File: config.mk
export PLATFORM = sky130hd
export DESIGN_NAME = mem_access_unit_flat
export DESIGN_NICKNAME = d
export VERILOG_FILES = /design/src/rtl/mem_pkg.sv /design/src/rtl/mem_access_unit_if.sv /design/src/rtl/mem_access_unit.sv /design/src/flat_wrapper.sv
export SDC_FILE = /design/constraint.sdc
export NUM_CORES = 1
export LEC_CHECK = 0
export CAP_MARGIN = 20
export CORE_MARGIN = 5
export CORE_UTILIZATION = 48
export CTS_BUF_LIST = sky130_fd_sc_hd__clkbuf_8
export CTS_CLUSTER_SIZE = 20
export DETAILED_ROUTE_END_ITERATION = 10
export DONT_BUFFER_PORTS = 1
export PLACE_DENSITY = 0.62
export SETUP_SLACK_MARGIN = 0.4
export SKIP_CTS_REPAIR_TIMING = 1
export SYNTH_ARGS = -nofsm -noshare
export SYNTH_HDL_FRONTEND = slang
export SYNTH_SLANG_ARGS = --single-unit
File: constraint.sdc
create_clock -name clk -period 8.2 [get_ports clk]
set_clock_uncertainty 0.1 [all_clocks]
set_input_delay 1.64 -clock clk [delete_from_list [all_inputs] [get_ports clk]]
set_output_delay 1.64 -clock clk [all_outputs]
set_load 0.01 [all_outputs]
File: src/rtl/mem_pkg.sv
// Shared types and default widths for the MEM-stage load/store requester.
package mem_pkg;

  localparam int DATA_W    = 16;
  localparam int MEM_DEPTH = 16;
  localparam int TAG_W     = 4;

  typedef enum logic [2:0] {
    IDLE     = 3'd0,
    RD_ISSUE = 3'd1,
    RD_WAIT  = 3'd2,
    RESP     = 3'd3,
    WR_ISSUE = 3'd4
  } state_t;

endpackage

File: src/rtl/mem_access_unit_if.sv
// Request, data-memory and writeback channels of the MEM-stage requester.
// The slave modport is the unit itself; the master modport is the pipeline/memory side.
interface mem_access_unit_if
  import mem_pkg::*;
#(
  parameter int DW = mem_pkg::DATA_W,
  parameter int TW = mem_pkg::TAG_W
) ();
  logic          req_valid;
  logic          req_load;
  logic          req_store;
  logic [DW-1:0] req_addr;
  logic [DW-1:0] req_wdata;
  logic [TW-1:0] req_rd;
  logic          req_ready;
  logic          mem_read;
  logic          mem_wrt;
  logic [DW-1:0] mem_addr;
  logic [DW-1:0] mem_wdata;
  logic [DW-1:0] mem_rdata;
  logic          wb_valid;
  logic [DW-1:0] wb_data;
  logic [TW-1:0] wb_rd;
  logic          wb_ready;
  logic          fault;
  logic [DW-1:0] fault_addr;
  logic [15:0]   load_cnt;
  logic [15:0]   store_cnt;

  modport slave (
    input  req_valid, req_load, req_store, req_addr, req_wdata, req_rd,
    input  mem_rdata, wb_ready,
    output req_ready, mem_read, mem_wrt, mem_addr, mem_wdata,
    output wb_valid, wb_data, wb_rd, fault, fault_addr, load_cnt, store_cnt
  );

  modport master (
    output req_valid, req_load, req_store, req_addr, req_wdata, req_rd,
    output mem_rdata, wb_ready,
    input  req_ready, mem_read, mem_wrt, mem_addr, mem_wdata,
    input  wb_valid, wb_data, wb_rd, fault, fault_addr, load_cnt, store_cnt
  );
endinterface

File: src/rtl/mem_access_unit.sv
// MEM-stage load/store requester: one operation in flight, registered memory
// strobes, valid/ready load writeback and a fault pulse for rejected requests.
module mem_access_unit
  import mem_pkg::*;
#(
  parameter int DATA_W    = mem_pkg::DATA_W,
  parameter int MEM_DEPTH = mem_pkg::MEM_DEPTH,
  parameter int TAG_W     = mem_pkg::TAG_W
) (
  input logic              clk,
  input logic              rst,
  mem_access_unit_if.slave bus
);

  state_t              state_r;
  logic                mem_read_r;
  logic                mem_wrt_r;
  logic [DATA_W-1:0]   mem_addr_r;
  logic [DATA_W-1:0]   mem_wdata_r;
  logic                wb_valid_r;
  logic [DATA_W-1:0]   wb_data_r;
  logic [TAG_W-1:0]    wb_rd_r;
  logic                fault_r;
  logic [DATA_W-1:0]   fault_addr_r;
  logic [15:0]         load_cnt_r;
  logic [15:0]         store_cnt_r;
  logic                accept_s;
  logic                illegal_s;

  assign accept_s  = bus.req_valid && (state_r == IDLE);
  assign illegal_s = (bus.req_load == bus.req_store) ||
                     (bus.req_addr >= DATA_W'(MEM_DEPTH));

  // Sequencer: strobes are asserted on the accepting edge so they are pure flops.
  always_ff @(posedge clk or posedge rst) begin
    if (rst) begin
      state_r      <= IDLE;
      mem_read_r   <= 1'b0;
      mem_wrt_r    <= 1'b0;
      mem_addr_r   <= '0;
      mem_wdata_r  <= '0;
      wb_valid_r   <= 1'b0;
      wb_data_r    <= '0;
      wb_rd_r      <= '0;
      fault_r      <= 1'b0;
      fault_addr_r <= '0;
      load_cnt_r   <= 16'd0;
      store_cnt_r  <= 16'd0;
    end else begin
      mem_read_r <= 1'b0;
      mem_wrt_r  <= 1'b0;
      fault_r    <= 1'b0;
      case (state_r)
        IDLE: begin
          if (accept_s) begin
            if (illegal_s) begin
              fault_r      <= 1'b1;
              fault_addr_r <= bus.req_addr;
            end else if (bus.req_load) begin
              mem_read_r <= 1'b1;
              mem_addr_r <= bus.req_addr;
              wb_rd_r    <= bus.req_rd;
              state_r    <= RD_ISSUE;
            end else begin
              mem_wrt_r   <= 1'b1;
              mem_addr_r  <= bus.req_addr;
              mem_wdata_r <= bus.req_wdata;
              state_r     <= WR_ISSUE;
            end
          end
        end
        RD_ISSUE: state_r <= RD_WAIT;
        // readData is the memory's registered output, valid one cycle after the strobe
        RD_WAIT: begin
          wb_data_r  <= bus.mem_rdata;
          wb_valid_r <= 1'b1;
          state_r    <= RESP;
        end
        RESP: begin
          if (bus.wb_ready) begin
            wb_valid_r <= 1'b0;
            load_cnt_r <= load_cnt_r + 16'd1;
            state_r    <= IDLE;
          end
        end
        WR_ISSUE: begin
          store_cnt_r <= store_cnt_r + 16'd1;
          state_r     <= IDLE;
        end
        default: begin
          wb_valid_r <= 1'b0;
          state_r    <= IDLE;
        end
      endcase
    end
  end

  assign bus.req_ready  = (state_r == IDLE);
  assign bus.mem_read   = mem_read_r;
  assign bus.mem_wrt    = mem_wrt_r;
  assign bus.mem_addr   = mem_addr_r;
  assign bus.mem_wdata  = mem_wdata_r;
  assign bus.wb_valid   = wb_valid_r;
  assign bus.wb_data    = wb_data_r;
  assign bus.wb_rd      = wb_rd_r;
  assign bus.fault      = fault_r;
  assign bus.fault_addr = fault_addr_r;
  assign bus.load_cnt   = load_cnt_r;
  assign bus.store_cnt  = store_cnt_r;

endmodule

File: src/flat_wrapper.sv
// flat-port wrapper written by rule: the top's interface ports become plain ports
module mem_access_unit_flat import mem_pkg::*;
#(
  parameter int DATA_W    = mem_pkg::DATA_W,
  parameter int MEM_DEPTH = mem_pkg::MEM_DEPTH,
  parameter int TAG_W     = mem_pkg::TAG_W
)
  (clk, rst, bus_req_valid, bus_req_load, bus_req_store, bus_req_addr, bus_req_wdata, bus_req_rd, bus_mem_rdata, bus_wb_ready, bus_req_ready, bus_mem_read, bus_mem_wrt, bus_mem_addr, bus_mem_wdata, bus_wb_valid, bus_wb_data, bus_wb_rd, bus_fault, bus_fault_addr, bus_load_cnt, bus_store_cnt);
  mem_access_unit_if bus_i ();
  input logic clk;
  input logic rst;
  input wire logic [$bits(bus_i.req_valid)-1:0] bus_req_valid;
  input wire logic [$bits(bus_i.req_load)-1:0] bus_req_load;
  input wire logic [$bits(bus_i.req_store)-1:0] bus_req_store;
  input wire logic [$bits(bus_i.req_addr)-1:0] bus_req_addr;
  input wire logic [$bits(bus_i.req_wdata)-1:0] bus_req_wdata;
  input wire logic [$bits(bus_i.req_rd)-1:0] bus_req_rd;
  input wire logic [$bits(bus_i.mem_rdata)-1:0] bus_mem_rdata;
  input wire logic [$bits(bus_i.wb_ready)-1:0] bus_wb_ready;
  output wire logic [$bits(bus_i.req_ready)-1:0] bus_req_ready;
  output wire logic [$bits(bus_i.mem_read)-1:0] bus_mem_read;
  output wire logic [$bits(bus_i.mem_wrt)-1:0] bus_mem_wrt;
  output wire logic [$bits(bus_i.mem_addr)-1:0] bus_mem_addr;
  output wire logic [$bits(bus_i.mem_wdata)-1:0] bus_mem_wdata;
  output wire logic [$bits(bus_i.wb_valid)-1:0] bus_wb_valid;
  output wire logic [$bits(bus_i.wb_data)-1:0] bus_wb_data;
  output wire logic [$bits(bus_i.wb_rd)-1:0] bus_wb_rd;
  output wire logic [$bits(bus_i.fault)-1:0] bus_fault;
  output wire logic [$bits(bus_i.fault_addr)-1:0] bus_fault_addr;
  output wire logic [$bits(bus_i.load_cnt)-1:0] bus_load_cnt;
  output wire logic [$bits(bus_i.store_cnt)-1:0] bus_store_cnt;
  assign bus_i.req_valid = bus_req_valid;
  assign bus_i.req_load = bus_req_load;
  assign bus_i.req_store = bus_req_store;
  assign bus_i.req_addr = bus_req_addr;
  assign bus_i.req_wdata = bus_req_wdata;
  assign bus_i.req_rd = bus_req_rd;
  assign bus_i.mem_rdata = bus_mem_rdata;
  assign bus_i.wb_ready = bus_wb_ready;
  assign bus_req_ready = bus_i.req_ready;
  assign bus_mem_read = bus_i.mem_read;
  assign bus_mem_wrt = bus_i.mem_wrt;
  assign bus_mem_addr = bus_i.mem_addr;
  assign bus_mem_wdata = bus_i.mem_wdata;
  assign bus_wb_valid = bus_i.wb_valid;
  assign bus_wb_data = bus_i.wb_data;
  assign bus_wb_rd = bus_i.wb_rd;
  assign bus_fault = bus_i.fault;
  assign bus_fault_addr = bus_i.fault_addr;
  assign bus_load_cnt = bus_i.load_cnt;
  assign bus_store_cnt = bus_i.store_cnt;
  mem_access_unit #(.DATA_W(DATA_W), .MEM_DEPTH(MEM_DEPTH), .TAG_W(TAG_W)) u_core (.clk(clk), .rst(rst), .bus(bus_i));
endmodule
# --- Word-level counts from Yosys, hierarchy flattened ---
# Cells that the tools add are included.
totals:
  wordCells: 55
  in_bits: 58
  mem_bits_rw: 0
  reg_bits: 107
  latchBits: 0
  romBits: 0
  n_memories: 0
classes:
  n_mux: 18
  n_addsub: 2
  magnitude_cmp: 1
  n_div: 0
  n_bitwise: 3
  n_shift: 0
  n_eq_ne: 8
  mul: 0
  reduce_logical: 11
op_table:
  columns: ["cell", "n"]
  rows:
  - ["$add A16 B1 Y16 const B", 2]
  - ["$ge A16 B5 Y1 const B", 1]
  - ["$mux W1", 12]
  - ["$mux W3", 4]
  - ["$pmux W3 S4", 1]
  - ["$reduce_and A3 Y1", 3]
  - ["$reduce_and A4 Y1", 2]
  - ["$eq A3 B2 Y1 const B", 2]
  - ["$ne A2 B2 Y1 const B", 2]
  - ["$reduce_and A2 Y1", 2]
  - ["$eq A3 B1 Y1 const B", 1]
  - ["$eq A3 B3 Y1 const B", 1]
  - ["$logic_not A3 Y1", 1]
  - ["$not A1 Y1", 3]
  - ["$pmux W1 S3", 1]
  - ["$reduce_or A3 Y1", 1]
  - ["$ne A2 B1 Y1 const B", 1]
  - ["$eq A1 B1 Y1", 1]
  - ["$logic_and A1 B1 Y1", 1]
  - ["$logic_or A1 B1 Y1", 1]

# --- Longest topological paths before layout ---
depth:
  ltp_word: 5
  depth_mapped: 6

# --- Worst setup path after synthesis ---
# No wires, ideal clock.
synth_path:
  path_type: "in2reg"
  from: "input port bus_req_addr[15]"
  to: "register u_core.fault_addr_r[0], in the netlist u_core.bus.fault_addr[0]"
  path_stages: 5
  arrival_time_ps: 3020
  setup_ps: 125
  n_path_buf: 1
  setup_slack_ps: 4955
  path_cell_list: "nor4_2 nand3_2 o21ai_4 buf_12 mux2_4"
synth_between:
  elab_chain_len: 3
synth_lines:
  columns: ["item", "line", "rtl"]
  rows:
  - ["from (decl)", "flat_wrapper.sv:15", "input wire logic [$bits(bus_i.req_addr)-1:0] bus_req_addr;"]
  - ["$ge A16 B5 Y1", "mem_access_unit.sv:32", "(bus.req_addr >= DATA_W'(MEM_DEPTH));"]
  - ["$logic_or A1 B1 Y1", "mem_access_unit.sv:31", "assign illegal_s = (bus.req_load == bus.req_store) ||"]
  - ["$reduce_and A3 Y1 (no source line)", null, null]
  - ["to (signal assigned)", "mem_access_unit.sv:58", "fault_addr_r <= bus.req_addr;"]
  - ["to (decl)", "mem_access_unit.sv:24", "logic [DATA_W-1:0] fault_addr_r;"]
# Every way passes these cells.
# A chain may end at the register's enable or synchronous reset.

# --- Worst setup path after layout ---
layout_path:
  from: "input port bus_req_addr[11]"
  to: "register u_core.fault_addr_r[13], in the netlist u_core.bus.fault_addr[13]"
# Same word-level chain as after synthesis.

==> flow_summary.ini <==
[power_and_ir_drop]
switchingPower_w = 0.000405
seqPwrFrac_pct = 60.0
power_frac_clock_pct = 23.4
powerDensity_nw_per_um2 = 278
power_frac_comb_pct = 16.6
switching_share_pct = 31.6
p_leak_nw = 2.24
internal_power_w = 0.000879
ir_worst_vdd_mv = 0.0929

[outcome]
status = completed

[floorplanning]
std_cell_rows = 34
die_h_um = 105
floorplan.initialDensity_pct = 49.5
core_area_um2 = 8810
die_width_um = 105
die-area_um2 = 11100
pin_count = 163

[drt]
viasPerCell = 5.57
first_iter_violations = 50
drtAntennaViolNets = 0
drt_first_pass_iters = 4
routed_wl_mm = 8.55
wl_per_cell_um = 20.4
drc = 0
num_vias = 2335

[critical_path]
crit_cells = 4
critical-path-top-delay-family = simple AND/OR/NAND/NOR gates
path_cells = nor4_2 > nand3_2 > o21ai_4 > mux2_2
arrival_ns = 3.37
crit_fanout = 17
start_kind = input port
max_stage_delay_ns = 0.59
cp-end-kind = flip-flop
crit_buf_inv = 0
criticalPathCategory = in -> reg
cpMaxStageDelayCell = o21ai_4
worstPathRequired_ns = 8.35
worstRegToRegCells = 4

[sta]
setup_ws_ns = 4.98
min_period_ns = 3.22
worst_slew_pin_slew_ns = 0.694
setup_tns_ns = 0
whs_ns = 0.438
timing.final.hold_violations = 0
max_freq_ghz = 0.311
slew_violations = 0
finalCritPeriodShare_pct = 39.3
slew_headroom_pct = 53.5
setup_violations = 0
rsz0062_at_grt = no

[synthesis]
synthTopCellsByArea = dfrtp_1, mux2_2, xnor2_1
synth_cells = 302
syn_area_per_cell_um2 = 14.4
syn-num-nets = 362
synth_top_area_share_pct = 61.4
synthFlopType = dfrtp_1
synth-seq-cells = 107
async_reset_ff_share_pct = 100
yosysWarnings = 0
synth-seq-area-share_pct = 61.4
yosysTopAreaCell = dfrtp_1
yosysUniqueCellTypes = 42
syn_area_um2 = 4360
synth-edff-count = 0

[global_route]
grt_antenna_before_repair = 0
grt_use_met3_pct = 7.46
globalRouteOverflowTotal = 0
grt.busiest_layer = met2
grt_pass1_vias = 2474
use_met2_pct = 24.5
grt_max_degree = 56
grt_pass1_wl_mm = 14.1
met1_usage_pct = 19.6
track_usage_pct = 16.0

[finish]
layout-drive-gt1-share_pct = 25.7
stdcell_count = 419
final_common_cell = dfrtp_1
mostFrequentLayoutCells = dfrtp_1, mux2_2, xnor2_1, nand2_1, nor2b_1
nets = 366
diodes = 0
finish.utilization_pct = 52.6
syn_to_final_growth_pct = 6.17

[placement]
place_inst = 403
pre_cts_ws_ns = 4.61
dp_hpwl_mm = 6.35
io_buffers = 0
place_congestion = 0.728

[clocking]
cts_root_buf = clkbuf_8
cts_tree = done
clk_pin_slew_worst_paths_ns = 0.11
cts_buffers = 9
h-tree-depth = 3
cts_buffer_depth = 2
insertion_delay_ns = 0.36
cts_sinks = 107

[min_path]
min_path_type = reg -> reg
worstHoldPathCells = 1

[flow_run]
drv_cap = 0
-- per-stage QoR --
| stage | total power [W] | cell area [um^2] |
|---|---|---|
| floorplan | 0.000944 | 4360 |
| global placement | 0.000986 | 4430 |
| detailed placement | 0.00100 | 4450 |
| CTS | 0.00130 | 4630 |
| global route | 0.00136 | 4630 |
| finish | 0.00128 | 4630 |
-- final timing paths --
kind | to | slack, ns | from
hold / removal | u_core.bus.store_cnt[15] | 0.44 | u_core.bus.store_cnt[15]
min in group asynchronous | u_core.bus.mem_addr[9] | 1.14 | rst
max in group asynchronous | u_core.state_r[0] | 5.71 | rst
hold reg to reg | u_core.bus.store_cnt[15] | 0.44 | u_core.bus.store_cnt[15]
setup / recovery | u_core.bus.fault_addr[13] | 4.98 | bus_req_addr[11]
setup reg to reg | u_core.bus.mem_addr[2] | 5.93 | u_core.state_r[0]
-- synth_stat cells (2+ instances only) --
| master | count |
|---|---|
| dfrtp_1 | 107 |
| mux2_2 | 39 |
| xnor2_1 | 21 |
| nand2_1 | 14 |
| nor2b_1 | 12 |
| mux2_1 | 10 |
| nand3_1 | 10 |
| mux2_4 | 9 |
| xor2_1 | 9 |
| and3_1 | 8 |
| nor2_1 | 8 |
| nand4_1 | 6 |
| and4_1 | 5 |
| inv_1 | 5 |
| buf_2 | 4 |
| nor3_1 | 3 |
| nor4_2 | 3 |
| and2_1 | 2 |
| clkbuf_1 | 2 |
| ha_1 | 2 |
| nand2b_1 | 2 |
-- cell families (layout without fill, tap and decap cells) --
group | after synthesis | in the layout | synth area share [%]
flip-flops | 107 | 107 | 61.4
AND/OR/NAND/NOR | 87 | 87 | 13.3
multiplexers | 59 | 59 | 16.0
XOR/XNOR | 30 | 30 | 6.03
buffers and inverters | 14 | 23 | 2.04
AO/OA/AOI/OAI | 3 | 3 | 0.603
adder cells (fa/ha/maj) | 2 | 2 | 0.574
-- layout make-up --
type / count / area, um^2
well taps: 108 / 135
multi-input cells: 181 / 1590
clock inverters: 7 / 58.8
repair buffers: 2 / 18.8
flip-flops and latches: 107 / 2680
clock buffers: 9 / 124
inverters: 5 / 21.3
fillers: 773 / 4180
-- routing by layer --
layer	share of wire [%]	vias up	wire [um]
li1	-	1050	-
met1	40	1161	3460
met2	46	112	3970
met3	11	12	970
met4	1.7	0	148
met5	0	-	0
-- state kept, by name, indices dropped and copies added, names as in the netlist --
name and count:
u_core.bus.mem_read 1, u_core.bus.wb_data 16, u_core.bus.mem_wdata 16, u_core.bus.fault_addr 16, u_core.bus.load_cnt 16, u_core.bus.mem_wrt 1
u_core.bus.store_cnt 16, u_core.state_r 3, u_core.bus.wb_valid 1, u_core.bus.mem_addr 16, u_core.bus.wb_rd 4, u_core.bus.fault 1
-- power by group through the flow --
stage | clock network [W] | logic, W | registers [W]
3_3_place_gp | 0 | 0.000203 | 0.000783
3_5_place_dp | 0 | 0.000218 | 0.000785
6_report | 0.000301 | 0.000213 | 0.000770
2_1_floorplan | 0 | 0.000206 | 0.000738
4_1_cts | 0.000312 | 0.000218 | 0.000774
5_1_grt | 0.000337 | 0.000237 | 0.000785
Note: power is estimated with default switching activity, not from simulation.
